<file path="config.mk">
export PLATFORM = sky130hd
export DESIGN_NAME = branch_unit_flat
export DESIGN_NICKNAME = d
export VERILOG_FILES = /design/src/rtl/branch_pkg.sv /design/src/rtl/branch_unit_if.sv /design/src/rtl/branch_stack.sv /design/src/rtl/branch_unit.sv /design/src/flat_wrapper.sv
export SDC_FILE = /design/constraint.sdc
export NUM_CORES = 1
export LEC_CHECK = 0
export ABC_CLOCK_PERIOD_IN_PS = 5280
export CORE_MARGIN = 4
export CORE_UTILIZATION = 35
export DETAILED_ROUTE_END_ITERATION = 7
export DONT_BUFFER_PORTS = 1
export PLACE_DENSITY = 0.58
export SYNTH_ARGS = -nofsm -noshare
export SYNTH_HDL_FRONTEND = slang
export SYNTH_SLANG_ARGS = --single-unit
</file>
<file path="constraint.sdc">
create_clock -name clk -period 5.28 [get_ports clk]
set_input_delay 1.056 -clock clk [delete_from_list [all_inputs] [get_ports clk]]
set_output_delay 1.056 -clock clk [all_outputs]
set_load 0.005 [all_outputs]
</file>
<file path="src/rtl/branch_pkg.sv">
// Shared definitions for the kitchen script branch unit:
// function codes, feedback signal indices and FSM encoding.
package branch_pkg;

    typedef enum logic [2:0] {
        F_JIF   = 3'b000,
        F_JIFN  = 3'b001,
        F_JMP   = 3'b010,
        F_WAIT  = 3'b011,
        F_WAITN = 3'b100,
        F_CALL  = 3'b101,
        F_RET   = 3'b110,
        F_NOP   = 3'b111
    } func_e;

    localparam int SIG_PLAYER_READY   = 0;
    localparam int SIG_PLAYER_HASITEM = 1;
    localparam int SIG_TARGET_READY   = 2;
    localparam int SIG_TARGET_HASITEM = 3;

    typedef enum logic {
        S_IDLE = 1'b0,
        S_WAIT = 1'b1
    } state_e;

endpackage

</file>
<file path="src/rtl/branch_unit_if.sv">
// Decode/PC-register side bundle of the branch unit.
interface branch_unit_if #(
    parameter int PC_W  = 8,
    parameter int OFF_W = 8,
    parameter int SIG_N = 8,
    parameter int SEL_W = 3
);
    logic             en;
    logic [2:0]       func;
    logic [OFF_W-1:0] i_num;
    logic [SEL_W-1:0] i_sign;
    logic [PC_W-1:0]  current_pc;
    logic [SIG_N-1:0] feedback_sig;
    logic [PC_W-1:0]  next_pc;
    logic             pc_valid;
    logic             busy;
    logic             timeout;
    logic             stack_err;

    modport master (
        output en, func, i_num, i_sign, current_pc, feedback_sig,
        input  next_pc, pc_valid, busy, timeout, stack_err
    );

    modport slave (
        input  en, func, i_num, i_sign, current_pc, feedback_sig,
        output next_pc, pc_valid, busy, timeout, stack_err
    );
endinterface

</file>
<file path="src/rtl/branch_stack.sv">
// Bounded LIFO of return addresses with synchronous reset.
module branch_stack #(
    parameter int W     = 8,
    parameter int DEPTH = 4
) (
    input  logic         clk,
    input  logic         rst,
    input  logic         push,
    input  logic         pop,
    input  logic [W-1:0] din,
    output logic [W-1:0] top,
    output logic         full,
    output logic         empty
);
    localparam int CW = $clog2(DEPTH + 1);

    logic [CW-1:0] cnt;
    logic [W-1:0]  mem [2**CW];

    assign full  = (cnt == CW'(DEPTH));
    assign empty = (cnt == '0);
    assign top   = empty ? '0 : mem[cnt - CW'(1)];

    always_ff @(posedge clk) begin
        if (rst) begin
            cnt <= '0;
        end else if (push && !full) begin
            cnt <= cnt + CW'(1);
        end else if (pop && !empty) begin
            cnt <= cnt - CW'(1);
        end
    end

    always_ff @(posedge clk) begin
        if (push && !full) begin
            mem[cnt] <= din;
        end
    end
endmodule

</file>
<file path="src/rtl/branch_unit.sv">
// Single-cycle branch decision unit: jumps, wait-until with
// timeout escape, and call/return through a bounded stack.
module branch_unit
    import branch_pkg::*;
#(
    parameter int PC_W        = 8,
    parameter int OFF_W       = 8,
    parameter int SIG_N       = 8,
    parameter int SEL_W       = 3,
    parameter int SIG_BASE    = 2,
    parameter int STACK_DEPTH = 4,
    parameter int TIMEOUT_CYC = 1000
) (
    input logic          clk,
    input logic          rst,
    branch_unit_if.slave bus
);
    localparam int SW    = PC_W + OFF_W + 1;
    localparam int CNT_W = (TIMEOUT_CYC > 1) ? $clog2(TIMEOUT_CYC) : 1;

    // Indices past the top of feedback_sig shift out to zero.
    function automatic logic pick(
        input logic [SIG_N-1:0] fs,
        input logic [SEL_W-1:0] s
    );
        logic [SIG_N-1:0] sh;
        sh = fs >> (SIG_BASE + int'(s));
        return sh[0];
    endfunction

    state_e           state, state_n;
    func_e            f;
    logic [PC_W-1:0]  seq, tgt, l_seq, l_tgt, top, pc_n;
    logic [SEL_W-1:0] l_sel;
    logic             l_neg;
    logic [CNT_W-1:0] cnt;
    logic             sig, imm_met, w_met, at_limit;
    logic             push, pop, full, empty;
    logic             valid_n, to_n, err_set, latch;

    assign f        = func_e'(bus.func);
    assign seq      = PC_W'(SW'(bus.current_pc) + SW'(2));
    assign tgt      = PC_W'(SW'(bus.current_pc) + (SW'(bus.i_num) << 1));
    assign sig      = pick(bus.feedback_sig, bus.i_sign);
    assign imm_met  = sig ^ (f == F_WAITN);
    assign w_met    = pick(bus.feedback_sig, l_sel) ^ l_neg;
    assign at_limit = (cnt == CNT_W'(TIMEOUT_CYC - 1));
    assign bus.busy = (state == S_WAIT);

    branch_stack #(
        .W     (PC_W),
        .DEPTH (STACK_DEPTH)
    ) u_stack (
        .clk   (clk),
        .rst   (rst),
        .push  (push),
        .pop   (pop),
        .din   (seq),
        .top   (top),
        .full  (full),
        .empty (empty)
    );

    always_ff @(posedge clk) begin
        if (rst) begin
            state         <= S_IDLE;
            bus.next_pc   <= '0;
            bus.pc_valid  <= 1'b0;
            bus.timeout   <= 1'b0;
            bus.stack_err <= 1'b0;
            cnt           <= '0;
            l_seq         <= '0;
            l_tgt         <= '0;
            l_sel         <= '0;
            l_neg         <= 1'b0;
        end else begin
            state        <= state_n;
            bus.next_pc  <= pc_n;
            bus.pc_valid <= valid_n;
            bus.timeout  <= to_n;
            if (err_set) begin
                bus.stack_err <= 1'b1;
            end
            if (latch) begin
                l_seq <= seq;
                l_tgt <= tgt;
                l_sel <= bus.i_sign;
                l_neg <= (f == F_WAITN);
                cnt   <= '0;
            end else if (state == S_WAIT) begin
                cnt <= cnt + CNT_W'(1);
            end
        end
    end

    always_comb begin
        state_n = state;
        unique case (state)
            S_IDLE: begin
                if (bus.en && (f == F_WAIT || f == F_WAITN) && !imm_met) begin
                    state_n = S_WAIT;
                end
            end
            S_WAIT: begin
                if (w_met || at_limit) begin
                    state_n = S_IDLE;
                end
            end
        endcase
    end

    always_comb begin
        pc_n    = bus.next_pc;
        valid_n = 1'b0;
        to_n    = 1'b0;
        err_set = 1'b0;
        push    = 1'b0;
        pop     = 1'b0;
        latch   = 1'b0;
        unique case (state)
            S_IDLE: begin
                if (!bus.en) begin
                    pc_n = bus.current_pc;
                end else begin
                    valid_n = 1'b1;
                    unique case (f)
                        F_JIF:  pc_n = sig ? tgt : seq;
                        F_JIFN: pc_n = sig ? seq : tgt;
                        F_JMP:  pc_n = tgt;
                        F_NOP:  pc_n = seq;
                        F_CALL: begin
                            push    = !full;
                            err_set = full;
                            pc_n    = full ? seq : tgt;
                        end
                        F_RET: begin
                            pop     = !empty;
                            err_set = empty;
                            pc_n    = empty ? seq : top;
                        end
                        F_WAIT, F_WAITN: begin
                            if (imm_met) begin
                                pc_n = seq;
                            end else begin
                                valid_n = 1'b0;
                                latch   = 1'b1;
                            end
                        end
                    endcase
                end
            end
            S_WAIT: begin
                // A condition met on the final cycle beats the timeout.
                if (w_met) begin
                    pc_n    = l_seq;
                    valid_n = 1'b1;
                end else if (at_limit) begin
                    pc_n    = l_tgt;
                    valid_n = 1'b1;
                    to_n    = 1'b1;
                end
            end
        endcase
    end
endmodule
</file>
<file path="src/flat_wrapper.sv">
// flat-port wrapper written by rule: the top's interface ports become plain ports
module branch_unit_flat import branch_pkg::*;
#(
    parameter int PC_W        = 8,
    parameter int OFF_W       = 8,
    parameter int SIG_N       = 8,
    parameter int SEL_W       = 3,
    parameter int SIG_BASE    = 2,
    parameter int STACK_DEPTH = 4,
    parameter int TIMEOUT_CYC = 1000
)
  (clk, rst, bus_en, bus_func, bus_i_num, bus_i_sign, bus_current_pc, bus_feedback_sig, bus_next_pc, bus_pc_valid, bus_busy, bus_timeout, bus_stack_err);
  branch_unit_if #(.PC_W(PC_W), .OFF_W(OFF_W), .SIG_N(SIG_N), .SEL_W(SEL_W)) bus_i ();
  input logic clk;
  input logic rst;
  input wire logic [$bits(bus_i.en)-1:0] bus_en;
  input wire logic [$bits(bus_i.func)-1:0] bus_func;
  input wire logic [$bits(bus_i.i_num)-1:0] bus_i_num;
  input wire logic [$bits(bus_i.i_sign)-1:0] bus_i_sign;
  input wire logic [$bits(bus_i.current_pc)-1:0] bus_current_pc;
  input wire logic [$bits(bus_i.feedback_sig)-1:0] bus_feedback_sig;
  output wire logic [$bits(bus_i.next_pc)-1:0] bus_next_pc;
  output wire logic [$bits(bus_i.pc_valid)-1:0] bus_pc_valid;
  output wire logic [$bits(bus_i.busy)-1:0] bus_busy;
  output wire logic [$bits(bus_i.timeout)-1:0] bus_timeout;
  output wire logic [$bits(bus_i.stack_err)-1:0] bus_stack_err;
  assign bus_i.en = bus_en;
  assign bus_i.func = bus_func;
  assign bus_i.i_num = bus_i_num;
  assign bus_i.i_sign = bus_i_sign;
  assign bus_i.current_pc = bus_current_pc;
  assign bus_i.feedback_sig = bus_feedback_sig;
  assign bus_next_pc = bus_i.next_pc;
  assign bus_pc_valid = bus_i.pc_valid;
  assign bus_busy = bus_i.busy;
  assign bus_timeout = bus_i.timeout;
  assign bus_stack_err = bus_i.stack_err;
  branch_unit #(.PC_W(PC_W), .OFF_W(OFF_W), .SIG_N(SIG_N), .SEL_W(SEL_W), .SIG_BASE(SIG_BASE), .STACK_DEPTH(STACK_DEPTH), .TIMEOUT_CYC(TIMEOUT_CYC)) u_core (.clk(clk), .rst(rst), .bus(bus_i));
endmodule
</file>
== Word-level counts from Yosys, hierarchy flattened ==
Memory sizes are Yosys's and may differ from the RTL's.
Index checks and enable logic that the tools add are counted.
Word-level totals
  logic and storage cells: 87
  bits in registers: 45
  input port bits: 33
  memories kept: 1
  output and inout port bits: 12
  memory bits (writable): 64
Memory list
  u_core.u_stack.mem: words 8, bits a word 8, rd ports 1, clocked after memory_dff 0, write ports 1, RTL line branch_stack.sv:18  | logic [W-1:0] mem [2**CW];
Cells by class
  reduce and logical (&&, ||, !) cells: 16
  add/sub/neg operators: 7
  mux-type cells: 36
  eq/ne operators: 11
  bitwise logic cells: 3
  shift-type cells: 2
Operators with widths (count)
  $mux 8: 8
  $shr 8x32->1: 2
  $pmux 8 s7: 1
  $mux 1: 21
  $pmux 8 s2: 1
  $eq 3x3->1 const B: 5
  $add 10x1->10 const B: 1
  $eq 10x10->1 const B: 1
  $add 2x3->4 const A: 2
  $add 8x2->8 const B: 1
  $add 8x8->8: 1
  $eq 3x2->1 const B: 2
  $logic_not 3->1: 2
  $mux 3: 2
  $pmux 1 s2: 3
  $logic_and 1x1->1: 4
  $ne 4x3->1 const B: 1
  $reduce_or 2->1: 2
  $add 3x1->3 const B: 1
  $eq 3x1->1 const B: 1
  $logic_not 1->1: 3
  $ne 3x3->1 const B: 1
  $reduce_or 3->1: 1
  $sub 3x1->3 const B: 1
  other kinds (5): 7

== Depth between registers and ports, before layout ==
Gate-level depths: netlist (run 1).
  depth in word-level cells: 8
  depth in mapped cells: 11
  gate-level depth less buffers: 9

== Hierarchy ==
A second synthesis (run 1) with hierarchy kept.
Second synthesis, totals
  cell total of the unflattened synthesis: 492
  area, all modules: 5519.0 um2
By module, submodules not included
  branch_stack: area an instance 2815.2 um2, times used 1, seq. area each 1981.9 um2, cells each 176
  branch_unit: area an instance 2703.8 um2, times used 1, seq. area each 820.8 um2, cells each 316

== Worst setup path after synthesis (run 1) ==
No wires, ideal clock.
  kind: input -> register
  start point: input port bus_func[0]
  end point: memory u_core.u_stack.mem[0][0], enable pin
  setup slack: 2442 ps
  setup time: 395 ps
  buffers on the path: 1
  cell stages on the path: 4
  required time: 4885 ps
  data arrival time: 2444 ps
  path through: clkbuf_1 and3_1 nand2_1 nor4_1
On the way
  word-level cells in the longest chain between the ends: 7
RTL lines
  start, declared: RTL line flat_wrapper.sv:17  | input wire logic [$bits(bus_i.func)-1:0] bus_func;
  $eq 3x3->1: RTL line branch_unit.sv:126  | unique case (f)
  $mux 1: RTL line branch_unit.sv:126
  $mux 1: RTL line branch_unit.sv:122  | if (!bus.en) begin
  $mux 1: RTL line branch_unit.sv:120  | unique case (state)
  $logic_and 1x1->1: RTL line branch_stack.sv:35  | if (push && !full) begin
  $mux 1: RTL line branch_stack.sv:35
  $mux 1 (not written as such): RTL line branch_stack.sv:36  | mem[cnt] <= din;
  end, declared: RTL line branch_stack.sv:18
Every way passes these cells.

== Worst setup path after layout (run 1) ==
  start point: input port bus_i_sign[0]
  end point: register u_core.cnt[5]
On the way
  word-level cells in the longest chain between the ends: 8
RTL lines
  start, declared: RTL line flat_wrapper.sv:19  | input wire logic [$bits(bus_i.i_sign)-1:0] bus_i_sign;
  $add 2x3->4: RTL line branch_unit.sv:27  | sh = fs >> (SIG_BASE + int'(s));
  $shr 8x32->1: RTL line branch_unit.sv:27
  $xor 1x1->1: RTL line branch_unit.sv:45  | assign imm_met = sig ^ (f == F_WAITN);
  $mux 1: RTL line branch_unit.sv:142  | if (imm_met) begin
  $mux 1: RTL line branch_unit.sv:126
  $mux 1: RTL line branch_unit.sv:122
  $mux 1: RTL line branch_unit.sv:120
  $reduce_or 2->1 (no source line)
  end signal, assigned: RTL line branch_unit.sv:91  | cnt <= cnt + CNT_W'(1);
  end, declared: RTL line branch_unit.sv:36  | logic [CNT_W-1:0] cnt;
Every way passes these cells.
A chain may end at the register's enable or synchronous reset.

==> results_dict.tcl, run 1 <==
set metrics [dict create \
    rows 45 \
    cts_buffers 9 \
    ys.flop_type "edfxtp_1" \
    drtPass1Iterations 5 \
    initial_utilization_pct 35.9 \
    coreArea_sq_um 15300 \
    hold_buffers 0 \
    synthTopCellsByArea "edfxtp_1 (35%), dfxtp_1 (16%), mux4_2 (7.0%)" \
    cp_data_required_time_ns 5.51 \
    dieArea_sq_um 17700 \
    final_common_cell "edfxtp_1" \
    syn_inst 485 \
    wl_per_cell_microns 18.3 \
    fmax_mhz 306 \
    finalClockSkew_ns 0.00845 \
    endpoint_kind "flop" \
    ys_seq_elements 108 \
    crit_arrival_ns 3.49 \
    vias 3832 \
    mappedNetlistArea_sq_um 5480 \
    finalMaxSlewViolations 0 \
    fin_util_pct 39.1 \
    p_total_uw 1750 \
    post_cts_buffers 0 \
    critPathLaunchType "input port" \
    grt_pass1_wl_mm 20.9 \
    cts.htree.levels 3 \
    die_w_microns 133 \
    avgSynthCellArea_sq_um 11.3 \
    first_iter_violations 321 \
    drv_cap 0 \
    postLayoutSetupSlackWorst_ns 2.01 \
    tns_ns 0 \
    powerDensity_nw_per_um2 294 \
    relSlewSlack_pct 40.5 \
    cts_tree "yes" \
    fin_crit_sh_pct 61.8 \
    drive_gt1_share_pct 12.5 \
    yosysSeqAreaShare_pct 51.2 \
    synth_top_area_share_pct 35.1 \
    synthArstFlopShare_pct 0 \
    peakVddDrop_uv 149 \
    port_buffers 0 \
    clock_latency_ns 0.35 \
    hold_violations 0 \
    syn_to_final_growth_pct 8.82 \
    io_pins 45 \
    diodes 0 \
    startpoint "bus_i_sign[0]" \
    synth_edf_count 64 \
    clkTransAtPathRegs_ns 0.07 \
    final_cell_mix "edfxtp_1 (64), nand2_1 (57), nor2_1 (46)" \
    antenna_found_initial 0 \
    grt_usage_pct 15.2 \
    ant_nets 0 \
    grt_max_degree 30 \
    max_slew.worst_pin.slew_ns 0.884 \
    cts_resized 0 \
    cts_buffer_depth 2 \
    rsz0062_at_grt "false" \
    synth_cell_types 70 \
    dp_slack_ns 1.62 \
    die_h_microns 133 \
    n_fill_cell 1482 \
    nNetsFinal 528 \
    drc_errors 0 \
    yosysWarnings 0 \
    grt_pass1_vias 3867 \
    wirelength_mm 12.8 \
    r2r_start "u_core.u_stack.cnt[0]$_SDFFE_PP0P_" \
    vias_per_cell 5.49 \
    synth_top_area_cell "edfxtp_1" \
    fin_crit_ns 3.27 \
    cts.sinks 108 \
    hold_start "u_core.l_seq[3]$_SDFFE_PP0P_" \
    post-dp-hpwl_mm 9.23 \
    status "complete, no violations" \
    root_buffer "clkbuf_16" \
    p_leak_uw 0.00198 \
    syn_nets 530 \
    worstSetupPathType "input port to flop" \
    cp_max_fo 14 \
    hold_path.class "flop to flop" \
    place_congestion 0.843 \
    grt_overflow_total 0 \
    setup_viol 0 \
]
## flip-flops by register name (all words and copies together), names as in the netlist
name                  count
u_core.cnt               10
u_core.bus.next_pc        8
u_core.bus.pc_valid       1
u_core.u_stack.mem       64
u_core.l_neg              1
u_core.bus.timeout        1
u_core.l_sel              3
u_core.u_stack.cnt        3
u_core.bus.stack_err      1
u_core.l_tgt              8
u_core.l_seq              7
u_core.bus.busy           1
## area by class of cell
cell class              instances  area, sq um  share of cell area [%]
flip-flops and latches        108         2800                    47.0
multi-input cells             335         2480                    41.5
well taps                     211          264                    4.43
clock buffers                   9          225                    3.78
repair buffers                 10         75.1                    1.26
inverters                      19         71.3                    1.20
clock inverters                 6         46.3                   0.777
## kinds of logic (layout without fill, tap and decap cells)
| kind of cell | Yosys count | count (layout) | share of synthesized area (%) |
|---|---|---|---|
| DFF | 108 | 108 | 51.2 |
| xor gates and xnor gates | 21 | 21 | 3.70 |
| adders and majority gates | 12 | 12 | 2.88 |
| AOI/OAI and AO/OA | 103 | 103 | 13.8 |
| and+or+nand+nor | 161 | 161 | 13.9 |
| muxes | 38 | 38 | 11.0 |
| buffers and inverters | 42 | 44 | 3.63 |
## worst paths after layout
| check | to | slack (ns) | cells after the start |
|---|---|---|---|
| worst max-delay path | u_core.cnt[5]$_SDFFE_PP0P_ | 2.01 | 6 |
| worst min-delay path | u_core.l_seq[3]$_SDFFE_PP0P_ | 0.45 | 2 |
| worst max register to register | u_core.bus.next_pc[3]$_SDFFE_PP0P_ | 2.44 | 9 |
| worst min register to register | u_core.l_seq[3]$_SDFFE_PP0P_ | 0.45 | 2 |
## critical path, stage by stage
cell	delay, ns
mux4_2	0.51
a22oi_2	0.48
mux2i_2	0.55
inv_1	0.39
nand2_1	0.40
nor2_1	0.10
## cell usage after synthesis, drive strengths merged, types with 4 or more instances
cell / number
clkbuf: 10
xnor2: 8
mux2i: 18
a311o: 5
buf: 13
a31oi: 6
nor3: 9
a211oi: 6
nand3: 9
mux4: 17
dfxtp: 44
nand2b: 6
inv: 19
nand4: 4
nand2: 57
o21ai: 19
nor2: 47
nor2b: 8
a21oi: 31
xor2: 13
nor3b: 6
ha: 11
edfxtp: 64
## power breakdown
group / switching, uW / internal, uW / leakage [uW] / total (uW)
clock network: 310 / 323 / 0.000136 / 633
registers: 10.8 / 909 / 0.000934 / 920
logic: 120 / 80.4 / 0.000908 / 200
## metal layers
metal | up-vias | global-route usage (%) | routed length (microns)
met2 | 96 | 23.4 | 6020
met5 | - | 0 | 0
li1 | 1808 | - | -
met1 | 1903 | 19.9 | 5590
met3 | 25 | 4.00 | 795
met4 | 0 | 7.83 | 386
## through the flow
stage                     area, sq um  hold WS, ns  instances
after detailed placement         5690        0.437        683
after CTS                        5960        0.446        698
after global placement           5690        0.432        683
after floorplan                  5480        0.428        485
final                            5960        0.446        698
after global routing             5960        0.471        698
No activity file was read; power rests on OpenSTA's default activity.
==> run 2, diff against run 1 <==
--- a/config.mk
+++ b/config.mk
@@ -5,12 +5,12 @@
 export SDC_FILE = /design/constraint.sdc
 export NUM_CORES = 1
 export LEC_CHECK = 0
-export ABC_CLOCK_PERIOD_IN_PS = 5280
+export ABC_CLOCK_PERIOD_IN_PS = 2900
 export CORE_MARGIN = 4
 export CORE_UTILIZATION = 35
 export DETAILED_ROUTE_END_ITERATION = 7
 export DONT_BUFFER_PORTS = 1
-export PLACE_DENSITY = 0.58
+export PLACE_DENSITY = 0.6
 export SYNTH_ARGS = -nofsm -noshare
 export SYNTH_HDL_FRONTEND = slang
 export SYNTH_SLANG_ARGS = --single-unit
==> constraint.sdc (replaced) <==
create_clock -name clk -period 2.9 [get_ports clk]
set_input_delay 0.58 -clock clk [delete_from_list [all_inputs] [get_ports clk]]
set_output_delay 0.58 -clock clk [all_outputs]
set_load 0.005 [all_outputs]
==> results_dict.tcl, run 2 (same netlist as run 1, synthesis figures left out) <==
set metrics [dict create \
    slowest_delay_ns 0.48 \
    port_buffers 0 \
    initial_utilization_pct 35.9 \
    nNetsFinal 538 \
    p_sw_share_pct 23.4 \
    setup_viol 0 \
    die_w_microns 133 \
    coreArea_sq_um 15300 \
    timing.rr.end "u_core.bus.next_pc[4]$_SDFFE_PP0P_" \
    place_congestion 0.854 \
    regMostFlops "u_core.u_stack.mem" \
    cts_tree "yes" \
    comb_power_share_pct 10.7 \
    fin_area_sq_um 6110 \
    endpoint_kind "flop" \
    dp_slack_ns 0.276 \
    cpMaxStageDelayCell "dfxtp_1" \
    dpl-instance-area_sq_um 5760 \
    crit_arrival_ns 2.78 \
    reg2regPathDepth 9 \
    status "complete, no violations" \
    relSlewSlack_pct 57.0 \
    max_slew.worst_pin.slew_ns 0.641 \
    grt_pass1_wl_mm 21.2 \
    largest_reg_flops 64 \
    ant_nets 0 \
    p_seq_share_pct 48.2 \
    dp.cells 693 \
    grt_overflow_total 0 \
    cts.htree.levels 3 \
    grt_usage_pct 15.3 \
    hold_end "u_core.l_sel[0]$_SDFFE_PP0P_" \
    syn_to_final_growth_pct 11.6 \
    wirelength_mm 13.1 \
    p_leak_uw 0.00206 \
    die_h_microns 133 \
    vias 3893 \
    r2r_start "u_core.u_stack.cnt[1]$_SDFFE_PP0P_" \
    powerDensity_nw_per_um2 569 \
    cpLargestDelayFamily "compound AO/OA/AOI/OAI gates" \
    rsz0062_at_grt "false" \
    clock_power_share_pct 41.1 \
    drv_cap 0 \
    hold_buffers 0 \
    critPathLaunchType "flop" \
    hold_path.class "input port to flop" \
    finalClockSkew_ns 0.00626 \
    p_total_uw 3480 \
    vias_per_cell 5.49 \
    rows 45 \
    antenna_found_initial 0 \
    post_cts_buffers 0 \
    drc_errors 0 \
    post-dp-hpwl_mm 9.43 \
    path_buf_inv 2 \
    fin_crit_ns 2.53 \
    root_buffer "clkbuf_16" \
    cts_buffer_depth 2 \
    final_common_cell "edfxtp_1" \
    first_iter_violations 388 \
    io_pins 45 \
    diodes 0 \
    stdcell_count 709 \
    reg.largest.list "u_core.u_stack.mem x64, u_core.cnt x10" \
    grt_pass1_vias 3892 \
    cp_data_required_time_ns 3.15 \
    postLayoutSetupSlackWorst_ns 0.367 \
    worstSetupPathType "flop to flop" \
    clock_latency_ns 0.36 \
    wl_per_cell_microns 18.5 \
    path_cells "inv_1, ha_1, buf_4, mux4_2, mux2i_1, o21ai_0, a221oi_1, a311o_1, a21oi_1" \
    hold_start "rst" \
    hold_path_depth 1 \
    power_switching_uw 814 \
    finalMaxSlewViolations 0 \
    clkTransAtPathRegs_ns 0.07 \
    fmax_mhz 395 \
    drtPass1Iterations 5 \
    fin_crit_sh_pct 87.3 \
    cts.sinks 108 \
    cts_resized 0 \
    cts_buffers 9 \
    final_cell_mix "edfxtp_1 (64), nand2_1 (57), nor2_1 (46)" \
    hold_violations 0 \
    peakVddDrop_uv 266 \
    cp_max_fo 16 \
    grt_max_degree 30 \
    dieArea_sq_um 17700 \
    reg2reg_slack_ns 0.37 \
    tns_ns 0 \
    internal_power_uw 2660 \
    drive_gt1_share_pct 14.5 \
]
==> run 2: cell count changes in the layout (fill, tap and decap cells not counted), sizes merged <==
cell / change
buf: +10
bufinv: +3
clkbuf: +1
clkinv: -2
inv: -1
==> run 2: power by group through the flow <==
stage / logic, uW / clock network [uW] / registers, uW
floorplan: 294 / 0 / 1700
global placement: 360 / 0 / 1710
detailed placement: 369 / 0 / 1710
CTS: 371 / 1450 / 1680
global route: 409 / 1500 / 1680
finish: 372 / 1430 / 1680
==> run 2: how the worst max path moves through the flow <==
| stage | startpoint | depth (start not counted) | to |
|---|---|---|---|
| finish | u_core.u_stack.cnt[1]$_SDFFE_PP0P_ | 9 | u_core.bus.next_pc[4]$_SDFFE_PP0P_ |
| global route | u_core.u_stack.cnt[1]$_SDFFE_PP0P_ | 9 | u_core.bus.next_pc[1]$_SDFFE_PP0P_ |
| CTS | u_core.u_stack.cnt[1]$_SDFFE_PP0P_ | 9 | u_core.bus.next_pc[1]$_SDFFE_PP0P_ |
| detailed placement | bus_current_pc[1] | 9 | u_core.bus.next_pc[5]$_SDFFE_PP0P_ |
| global placement | bus_current_pc[1] | 9 | u_core.bus.next_pc[5]$_SDFFE_PP0P_ |
| floorplan | u_core.u_stack.cnt[0]$_SDFFE_PP0P_ | 8 | u_core.u_stack.mem[0][0]$_DFFE_PP_ |
==> run 2: layout make-up <==
type | count | area [sq um]
clock buffers | 10 | 229
clock inverters | 6 | 119
fillers | 1452 | 9150
inverters | 19 | 71.3
multi-input cells | 335 | 2480
flip-flops and latches | 108 | 2800
well taps | 211 | 264
repair buffers | 20 | 150
==> run 2: stage by stage <==
stage | util (%) | hold WS [ns]
floorplan | - | 0.428
global placement | 37.8 | 0.434
detailed placement | 37.8 | 0.438
CTS | 40.1 | 0.269
global route | 40.1 | 0.272
finish | 40.1 | 0.283
==> run 2: worst register-to-register path: cells and delay by family (launching register included) <==
family	cells	cell delay (ns)
DFF	1	0.48
AOI/OAI and AO/OA	4	0.60
adders and majority gates	1	0.37
muxes	2	0.56
buffers and inverters	2	0.43
==> run 2: metal layers <==
metal	vias up	track usage, %	share of wire [%]
met2	107	24.2	47
li1	1820	-	-
met5	-	0	0
met4	0	6.91	2.7
met3	24	3.63	5.9
met1	1942	20.0	44
==> run 3, diff against run 2 <==
--- a/config.mk
+++ b/config.mk
@@ -6,6 +6,7 @@
 export NUM_CORES = 1
 export LEC_CHECK = 0
 export ABC_CLOCK_PERIOD_IN_PS = 2900
+export CAP_MARGIN = 0
 export CORE_MARGIN = 4
 export CORE_UTILIZATION = 35
 export DETAILED_ROUTE_END_ITERATION = 7
==> results of run 3 <==
Same layout as run 2: the final DEF is identical, and so are final timing and power.
